$ cat src/rtl/disp_timing_pkg.sv
// Shared state encoding and default raster timing for the display line-buffer scheduler.
package disp_timing_pkg;

  typedef enum logic [1:0] {
    IDLE  = 2'd0,
    PRIME = 2'd1,
    RUN   = 2'd2
  } disp_state_e;

  localparam int unsigned DEF_H_ACTIVE = 640;
  localparam int unsigned DEF_H_BLANK  = 160;
  localparam int unsigned DEF_V_ACTIVE = 480;
  localparam int unsigned DEF_V_BLANK  = 45;
  localparam int unsigned DEF_ADDR_W   = 10;

  function automatic int unsigned span_total(input int unsigned active, input int unsigned blank);
    return active + blank;
  endfunction

endpackage

$ cat src/rtl/disp_raster_counter.sv
// Pixel/line raster counters with wrap, blanking decode and active-pixel flag.
module disp_raster_counter #(
  parameter int unsigned H_ACTIVE = 640,
  parameter int unsigned H_TOTAL  = 800,
  parameter int unsigned V_ACTIVE = 480,
  parameter int unsigned V_TOTAL  = 525,
  parameter int unsigned ADDR_W   = 10
) (
  input  logic              clk,
  input  logic              rst_n,
  input  logic              en,
  input  logic              clr,
  output logic [ADDR_W-1:0] px,
  output logic [ADDR_W-1:0] ln,
  output logic              sync_hb,
  output logic              sync_vb,
  output logic              active
);

  logic [ADDR_W-1:0] px_q, px_d;
  logic [ADDR_W-1:0] ln_q, ln_d;

  always_comb begin
    px_d = px_q;
    ln_d = ln_q;
    if (clr) begin
      px_d = '0;
      ln_d = '0;
    end else if (en) begin
      if (px_q == ADDR_W'(H_TOTAL - 1)) begin
        px_d = '0;
        ln_d = (ln_q == ADDR_W'(V_TOTAL - 1)) ? '0 : ln_q + ADDR_W'(1);
      end else begin
        px_d = px_q + ADDR_W'(1);
      end
    end
  end

  always_ff @(posedge clk or negedge rst_n) begin
    if (!rst_n) begin
      px_q <= '0;
      ln_q <= '0;
    end else begin
      px_q <= px_d;
      ln_q <= ln_d;
    end
  end

  assign px      = px_q;
  assign ln      = ln_q;
  assign sync_hb = (px_q >= ADDR_W'(H_ACTIVE));
  assign sync_vb = (ln_q >= ADDR_W'(V_ACTIVE));
  assign active  = !sync_hb && !sync_vb;

endmodule

$ cat src/rtl/display_buffer_scheduler.sv
// Ping-pong scheduler for two display line buffers: writer fills one while the raster reads the other.
// Define DISP_UNDERRUN_CNT_EN to add the saturating underrun_count output.
module display_buffer_scheduler
  import disp_timing_pkg::*;
#(
  parameter int unsigned H_ACTIVE = DEF_H_ACTIVE,
  parameter int unsigned H_BLANK  = DEF_H_BLANK,
  parameter int unsigned V_ACTIVE = DEF_V_ACTIVE,
  parameter int unsigned V_BLANK  = DEF_V_BLANK,
  parameter int unsigned ADDR_W   = DEF_ADDR_W
) (
  input  logic              clock,
  input  logic              reset,
  input  logic              CSDisplay,
  input  logic              wr_valid,
  output logic              wr_ready,
  output logic              WE0,
  output logic              WE1,
  output logic [ADDR_W-1:0] wr_addr,
  output logic              RE0,
  output logic              RE1,
  output logic [ADDR_W-1:0] rd_addr,
  output logic              SelBuff1,
  output logic              SelBlank,
  output logic              SyncHB,
  output logic              SyncVB,
  output logic [ADDR_W-1:0] Pxout,
  output logic [ADDR_W-1:0] Lineout,
`ifdef DISP_UNDERRUN_CNT_EN
  output logic [15:0]       underrun_count,
`endif
  output logic              underrun
);

  localparam int unsigned H_TOTAL = span_total(H_ACTIVE, H_BLANK);
  localparam int unsigned V_TOTAL = span_total(V_ACTIVE, V_BLANK);

  disp_state_e       state_q, state_d;
  logic [1:0]        full_q, full_d;
  logic              wr_buf_q, wr_buf_d;
  logic              rd_buf_q, rd_buf_d;
  logic [ADDR_W-1:0] wr_addr_q, wr_addr_d;
  logic              line_ok_q, line_ok_d;
  logic              sel_buff1_q, sel_buff1_d;
  logic              sel_blank_q, sel_blank_d;

  logic [ADDR_W-1:0] px, ln;
  logic              sync_hb, sync_vb, active;
  logic              run_c, line_start_c, line_ok_c, rd_en_c, underrun_c, wr_ready_c, xfer_c;

  disp_raster_counter #(
    .H_ACTIVE (H_ACTIVE),
    .H_TOTAL  (H_TOTAL),
    .V_ACTIVE (V_ACTIVE),
    .V_TOTAL  (V_TOTAL),
    .ADDR_W   (ADDR_W)
  ) u_raster (
    .clk     (clock),
    .rst_n   (reset),
    .en      (run_c),
    .clr     (!CSDisplay),
    .px      (px),
    .ln      (ln),
    .sync_hb (sync_hb),
    .sync_vb (sync_vb),
    .active  (active)
  );

  // Next-state for FSM, buffer ownership, full flags and output-mux alignment.
  always_comb begin
    state_d      = state_q;
    full_d       = full_q;
    wr_buf_d     = wr_buf_q;
    rd_buf_d     = rd_buf_q;
    wr_addr_d    = wr_addr_q;
    run_c        = (state_q == RUN);
    line_start_c = run_c && active && (px == '0);
    line_ok_c    = line_start_c ? full_q[rd_buf_q] : line_ok_q;
    rd_en_c      = run_c && active && line_ok_c;
    underrun_c   = line_start_c && !full_q[rd_buf_q];
    wr_ready_c   = (state_q != IDLE) && !full_q[wr_buf_q];
    xfer_c       = wr_ready_c && wr_valid;
    line_ok_d    = line_ok_c;
    sel_buff1_d  = rd_en_c && rd_buf_q;
    sel_blank_d  = !rd_en_c;

    if (xfer_c) begin
      if (wr_addr_q == ADDR_W'(H_ACTIVE - 1)) begin
        full_d[wr_buf_q] = 1'b1;
        wr_addr_d        = '0;
        wr_buf_d         = !wr_buf_q;
      end else begin
        wr_addr_d = wr_addr_q + ADDR_W'(1);
      end
    end

    // Writer and reader always target different buffers, so set and clear never collide.
    if (rd_en_c && (px == ADDR_W'(H_ACTIVE - 1))) begin
      full_d[rd_buf_q] = 1'b0;
      rd_buf_d         = !rd_buf_q;
    end

    case (state_q)
      IDLE:    state_d = PRIME;
      PRIME:   if (full_q[0]) state_d = RUN;
      RUN:     state_d = RUN;
      default: state_d = IDLE;
    endcase

    if (!CSDisplay) begin
      state_d     = IDLE;
      full_d      = '0;
      wr_buf_d    = 1'b0;
      rd_buf_d    = 1'b0;
      wr_addr_d   = '0;
      line_ok_d   = 1'b0;
      sel_buff1_d = 1'b0;
      sel_blank_d = 1'b1;
    end
  end

  always_ff @(posedge clock or negedge reset) begin
    if (!reset) begin
      state_q     <= IDLE;
      full_q      <= '0;
      wr_buf_q    <= 1'b0;
      rd_buf_q    <= 1'b0;
      wr_addr_q   <= '0;
      line_ok_q   <= 1'b0;
      sel_buff1_q <= 1'b0;
      sel_blank_q <= 1'b1;
    end else begin
      state_q     <= state_d;
      full_q      <= full_d;
      wr_buf_q    <= wr_buf_d;
      rd_buf_q    <= rd_buf_d;
      wr_addr_q   <= wr_addr_d;
      line_ok_q   <= line_ok_d;
      sel_buff1_q <= sel_buff1_d;
      sel_blank_q <= sel_blank_d;
    end
  end

`ifdef DISP_UNDERRUN_CNT_EN
  logic [15:0] urun_cnt_q, urun_cnt_d;

  always_comb begin
    urun_cnt_d = urun_cnt_q;
    if (!CSDisplay) begin
      urun_cnt_d = '0;
    end else if (underrun_c && (urun_cnt_q != 16'hFFFF)) begin
      urun_cnt_d = urun_cnt_q + 16'd1;
    end
  end

  always_ff @(posedge clock or negedge reset) begin
    if (!reset) urun_cnt_q <= '0;
    else        urun_cnt_q <= urun_cnt_d;
  end

  assign underrun_count = urun_cnt_q;
`endif

  assign wr_ready = wr_ready_c;
  assign WE0      = xfer_c && !wr_buf_q;
  assign WE1      = xfer_c && wr_buf_q;
  assign wr_addr  = wr_addr_q;
  assign RE0      = rd_en_c && !rd_buf_q;
  assign RE1      = rd_en_c && rd_buf_q;
  assign rd_addr  = rd_en_c ? px : '0;
  assign SelBuff1 = sel_buff1_q;
  assign SelBlank = sel_blank_q;
  assign SyncHB   = sync_hb;
  assign SyncVB   = sync_vb;
  assign Pxout    = px;
  assign Lineout  = ln;
  assign underrun = underrun_c;

endmodule

$ cat config.mk
export PLATFORM = sky130hd
export DESIGN_NAME = display_buffer_scheduler
export DESIGN_NICKNAME = d
export VERILOG_FILES = /design/src/rtl/disp_timing_pkg.sv /design/src/rtl/disp_raster_counter.sv /design/src/rtl/display_buffer_scheduler.sv
export SDC_FILE = /design/constraint.sdc
export NUM_CORES = 1
export LEC_CHECK = 0
export BUFFER_PORTS_ARGS = -buffer_cell sky130_fd_sc_hd__buf_2
export CORE_UTILIZATION = 58
export CTS_CLUSTER_SIZE = 14
export DETAILED_ROUTE_END_ITERATION = 16
export GPL_ROUTABILITY_DRIVEN = 0
export GPL_TIMING_DRIVEN = 0
export PLACE_DENSITY = 0.85
export REMOVE_ABC_BUFFERS = 1
export SYNTH_ARGS = -nofsm -noshare
export SYNTH_HDL_FRONTEND = slang
export SYNTH_SLANG_ARGS = --single-unit
export TNS_END_PERCENT = 1
$ cat constraint.sdc
create_clock -name clock -period 4.6 [get_ports clock]
set_clock_uncertainty 0.1 [all_clocks]
set_input_delay 0.69 -clock clock [delete_from_list [all_inputs] [get_ports clock]]
set_output_delay 0.69 -clock clock [all_outputs]
set_load 0.02 [all_outputs]
Word-level counts from Yosys, hierarchy flattened
Cells that the tools add are included.
{ "classes": {"addsub": 3, "order_cmp": 6, "n_eq_ne": 12, "muxes": 35, "bitwise_logic": 3, "reduce_logical": 26} }
{ "op_table": {"columns": ["cell", "n"], "rows": [
  ["two-way mux 10 bit", 11],
  ["== test 10 bit (second input constant)", 4],
  ["adder 10 x 1 -> 10 bit (second input constant)", 3],
  ["two-way mux 1 bit", 15],
  ["logical AND 1 bit", 14],
  ["two-way mux 2 bit", 6],
  [">= comparator 10 bit (second input constant)", 1],
  [">= comparator 10 x 9 -> 1 bit (second input constant)", 1],
  ["logical NOT 10 bit", 1],
  ["inequality test 2 x 1 -> 1 bit (second input constant)", 5],
  ["logical NOT 1 bit", 7],
  ["case mux 2 bit (3 select lines)", 1],
  ["less-than comparator 1 x 2 -> 1 bit (second input constant)", 2],
  ["AND reduction 2 bit", 2],
  ["inequality test 3 bit (second input constant)", 1],
  ["AND 2 bit", 1],
  ["demux 1 bit (select 1 bit)", 2],
  ["== test 2 x 1 -> 1 bit (second input constant)", 1],
  ["== test 2 bit (second input constant)", 1],
  [">= comparator 1 bit (second input constant)", 2],
  ["logical NOT 2 bit", 1],
  ["inverter 2 bit", 1],
  ["bitwise OR 2 bit", 1],
  ["nonzero test 2 bit", 1]
]} }
{ "totals": {"register_bits": 39, "inputBits": 4, "out_inout_bits": 50, "word_cells": 95} }

Logic depth before layout (Yosys ltp)
{ "depth": {"depth_word": 10, "mapped_depth": 7, "mapped_depth_nobuf": 6} }

Modules after synthesis
A second synthesis with hierarchy kept.
{ "unflattened": {"cells_unflattened": 249, "hier_area_um2": 2351.0} }
{ "modules_own_cells": {"columns": ["mod", "instances", "cells_each", "area_each_um2", "seq_area_each_um2"], "rows": [
  ["display_buffer_scheduler", 1, 127, 1193.6, 476.7],
  ["disp_raster_counter", 1, 122, 1157.4, 500.5]
]} }

Worst setup path before layout
OpenSTA, ideal clock, no wires.
{ "synth_timing": {"path_kind": "reg-to-output", "from": "register u_raster.px_q[0] (netlist: u_raster.px[0])", "to": "output RE0", "arrival_ns": 1.999, "t_required_ns": 3.810, "setup_slack_ns": 1.811, "path_stages_with_launch": 6, "path_cell_list": "dfrtp_1 -> inv_1 -> ha_1 -> nor3b_1 -> a31oi_1 -> nor4_1"} }
{ "synth_via": {"elab_chain_len": 8, "word_cells_on_any_way": 9} }
{ "synth_lines": {"columns": ["element", "line_no", "text"], "rows": [
  ["from (decl)", "disp_raster_counter.sv:20", "logic [ADDR_W-1:0] px_q, px_d;"],
  ["from (signal assigned)", "disp_raster_counter.sv:44", "px_q <= px_d;"],
  [">= comparator 10 bit", "disp_raster_counter.sv:51", "assign sync_hb = (px_q >= ADDR_W'(H_ACTIVE));"],
  ["logical NOT 1 bit", "disp_raster_counter.sv:53", "assign active = !sync_hb && !sync_vb;"],
  ["logical AND 1 bit", "disp_raster_counter.sv:53", null],
  ["logical AND 1 bit", "display_buffer_scheduler.sv:77, display_buffer_scheduler.sv:79", null],
  ["logical AND 1 bit", "display_buffer_scheduler.sv:77", "line_start_c = run_c && active && (px == '0);"],
  ["two-way mux 1 bit", "display_buffer_scheduler.sv:78", "line_ok_c = line_start_c ? full_q[rd_buf_q] : line_ok_q;"],
  ["logical AND 1 bit (*)", "display_buffer_scheduler.sv:79", "rd_en_c = run_c && active && line_ok_c;"],
  ["logical AND 1 bit (*)", "display_buffer_scheduler.sv:168", "assign RE0 = rd_en_c && !rd_buf_q;"],
  ["to (decl)", "display_buffer_scheduler.sv:20", "output logic RE0,"]
]} }
Every way passes the cells marked *; elsewhere a longest branch is shown, timed or not.

Final worst setup path
{ "layout_timing": {"from": "register state_q[0]", "to": "output rd_addr[5]"} }
{ "layout_via": {"elab_chain_len": 6} }
{ "layout_lines": {"columns": ["element", "line_no", "text"], "rows": [
  ["from (decl)", "display_buffer_scheduler.sv:38", "disp_state_e state_q, state_d;"],
  ["from (signal assigned)", "display_buffer_scheduler.sv:133", "state_q <= state_d;"],
  ["== test 2 bit (*)", "display_buffer_scheduler.sv:76", "run_c = (state_q == RUN);"],
  ["logical AND 1 bit (*)", "display_buffer_scheduler.sv:77, display_buffer_scheduler.sv:79", null],
  ["logical AND 1 bit", "display_buffer_scheduler.sv:77", null],
  ["two-way mux 1 bit", "display_buffer_scheduler.sv:78", null],
  ["logical AND 1 bit (*)", "display_buffer_scheduler.sv:79", null],
  ["two-way mux 10 bit (*)", "display_buffer_scheduler.sv:170", "assign rd_addr = rd_en_c ? px : '0;"],
  ["to (decl)", "display_buffer_scheduler.sv:22", "output logic [ADDR_W-1:0] rd_addr,"]
]} }
Marks and branches as above.

==> flow_metrics.py <==
metrics = {
    "synthesis": {
        "synth_area_leader_cell": "dfrtp_1",
        "ys_top_cells_by_area": "dfrtp_1 (40%), ha_1 (4.2%), a21oi_1 (3.8%)",
        "ys.warnings.count": 0,
        "syn_inst": 252,
        "synthArstFlopShare_pct": 100,
        "avgSynthCellArea_um2": 9.45,
        "syn-cell-area_mm2": 0.00238,
        "seq_area_frac_synth_pct": 41.0,
        "synth-seq-cells": 39,
        "synth_cell_types": 51,
        "yosys.area.top_type_share_pct": 39.9,
        "synth_top_flop_cell": "dfrtp_1",
        "synth_edf_count": 0,
    },
    "global_routing": {
        "track_usage_pct": 26.9,
        "first_global_vias": 1929,
        "antenna_found_initial": 0,
        "grt_pass1_wl_um": 8860,
        "grt_overflow": 0,
        "grt_max_degree": 40,
    },
    "placement": {
        "dp.cells": 343,
        "placed_cell_area_mm2": 0.00264,
        "place.port_buffers": 53,
        "preCtsSetupSlack_ps": 1360,
        "dpl.hpwl_um": 3810,
    },
    "drt": {
        "drc": 0,
        "first_pass_iters": 4,
        "wl_per_cell_um": 15.5,
        "ant_nets": 0,
        "vias_per_cell": 6.07,
        "via_count": 2132,
        "wl_um": 5430,
        "drt_iter0_markers": 219,
    },
    "floorplan": {
        "chipHeight_um": 66.1,
        "fp.dieW_um": 66.1,
        "die_area_mm2": 0.00437,
        "initial_core_util_pct": 62.7,
        "ios": 54,
        "core_mm2": 0.00380,
        "rows": 22,
    },
    "layout": {
        "nets": 314,
        "post-route-cell-area_mm2": 0.00272,
        "layout.cells.non_filler": 351,
        "antennaDiodeCount": 0,
        "area_growth_pct": 14.0,
        "fillers": 312,
        "drive_gt1_share_pct": 23.1,
    },
    "cts": {
        "cts_made_buffers": 5,
        "cts_max_level": 2,
        "path_clk_slew_ps": 80,
        "cts.repair.resized": 0,
        "tritoncts": "yes",
        "clockBufferDepth": 2,
        "worst_skew_pair.late_latency_ps": 300,
        "cts_root_buffer": "clkbuf_8",
        "post_cts_buffers": 0,
        "cts-hold-fix-buffers": 0,
        "cts.sinks": 39,
    },
    "setup_path": {
        "cp.arrival_ps": 2800,
        "crit_family": "simple AND/OR/NAND/NOR gates",
        "critPathKind": "reg2out",
        "critPathSlowestCell": "nor3_2",
        "cp_cell_sequence": "inv_1 > ha_1 > nand4b_1 > nor3_2 > and2_1 > buf_2",
        "critical_path_buf_inv_count": 2,
        "max_stage_delay_ps": 620,
        "cp-end-kind": "output pin",
        "worstPathMaxFanout": 12,
        "cp-start-kind": "register",
        "required_ps": 3810,
    },
    "timing": {
        "rsz0062_at_grt": "false",
        "fmax_mhz": 279,
        "tns_ps": 0,
        "hold_viol": 0,
        "fin_crit_ps": 3590,
        "finalCritPeriodShare_pct": 78.0,
        "slew_viol_final": 0,
        "fin_ws_ps": 1010,
        "relSlewSlack_pct": 41.8,
        "setup_viol": 0,
        "worst_pin_slew_ps": 874,
    },
    "pwr": {
        "p_leak_nw": 1.23,
        "p_sw_w": 0.000317,
        "comb_power_share_pct": 29.9,
        "pwr-share-seq_pct": 43.9,
        "p_per_area_mw_per_mm2": 321,
        "total_power_w": 0.000871,
        "peakVddDrop_v": 0.000200,
        "internal-power_w": 0.000555,
        "switching_share_pct": 36.4,
        "clockPowerShare_pct": 26.3,
    },
    "worst_hold_path": {
        "min_path_type": "in2async",
    },
    "run": {
        "max_cap_violations": 0,
    },
    "status": {
        "status": "finished, final reports clean",
    },
}
## worst register-to-register path: cells and delay by family, from the launching register on
kind,cells,cell delay (ps)
simple gates,3,1340
fa+ha+maj,1,490
flops,1,400
buf+inv,1,90
## cells in the final DEF, fill, tap and decap left out, types with 9 or more instances in the layout
cell,count
nand4_1,11
nand2_1,20
inv_1,13
o31ai_1,9
a21oi_1,18
buf_2,53
nor2_1,15
nand3_1,12
dfrtp_1,38
and2_1,9
## synth_stat cells, types with 5 or more instances
cell / instances
dfrtp_1: 38
nand2_1: 20
a21oi_1: 18
nor2_1: 15
inv_1: 13
nand3_1: 12
nand4_1: 11
and2_1: 9
o31ai_1: 9
ha_1: 8
o21ai_0: 8
or3_1: 8
mux2i_1: 7
or4_1: 7
nor4_1: 5
xnor2_1: 5
## power groups by stage
stage	sequential, W	combinational [W]	clock [W]
floorplan	0.000398	0.000174	0
global placement	0.000388	0.000248	0
detailed placement	0.000389	0.000259	0
CTS	0.000382	0.000260	0.000231
global route	0.000385	0.000290	0.000240
finish	0.000382	0.000260	0.000229
## worst paths after layout
check                           start             end  slack, ps  cells past startpoint
setup reg to reg           state_q[0]        SelBuff1       2130                      5
min in group clock         state_q[1]      state_q[1]        470                      2
hold / removal                  reset  u_raster.ln[6]        400                      1
hold reg to reg            state_q[1]      state_q[1]        470                      2
max in group asynchronous       reset      wr_addr[0]       3440                      1
setup / recovery           state_q[0]      rd_addr[5]       1010                      6
## cell type report
type	instances	area (um2)	area share, %
well taps	48	60.1	2.21
clock inverters	1	5.00	0.184
inverters	14	52.6	1.93
repair buffers	53	265	9.77
clock buffers	7	76.3	2.81
multi-input cells	189	1280	47.1
flip-flops and latches	39	977	36.0
## per-layer routing
layer  track usage (%)  wire, um  vias to the layer above
li1                  -         -                     1032
met1              35.2      2460                     1019
met2              42.7      2560                       71
met3              5.17       311                       10
met4              12.8       102                        0
met5                 0         0                        -
## registers in the layout (all words and copies together) (netlist names)
name / cells
SelBlank: 1
SelBuff1: 1
full_q: 2
line_ok_q: 1
rd_buf_q: 1
state_q: 2
u_raster.ln: 10
u_raster.px: 10
wr_addr: 10
wr_buf_q: 1
## metrics by stage
stage / hold WS [ps] / util (%)
final: 395 / 71.5
after global routing: 479 / 71.5
after CTS: 421 / 71.5
after detailed placement: 454 / 69.4
after global placement: 436 / 69.4
after floorplan: 294 / -
## logic make-up after synthesis
kind of cell               after synthesis  share of synthesized area (%)
and+or+nand+nor                        121                           31.3
AOI/OAI and AO/OA                       45                           12.4
DFF                                     39                           41.0
buffers and inverters                   24                           5.25
xor gates and xnor gates                 8                           2.94
adders and majority gates                8                           4.20
muxes                                    7                           2.94
Power figures use the tool's default switching activity.
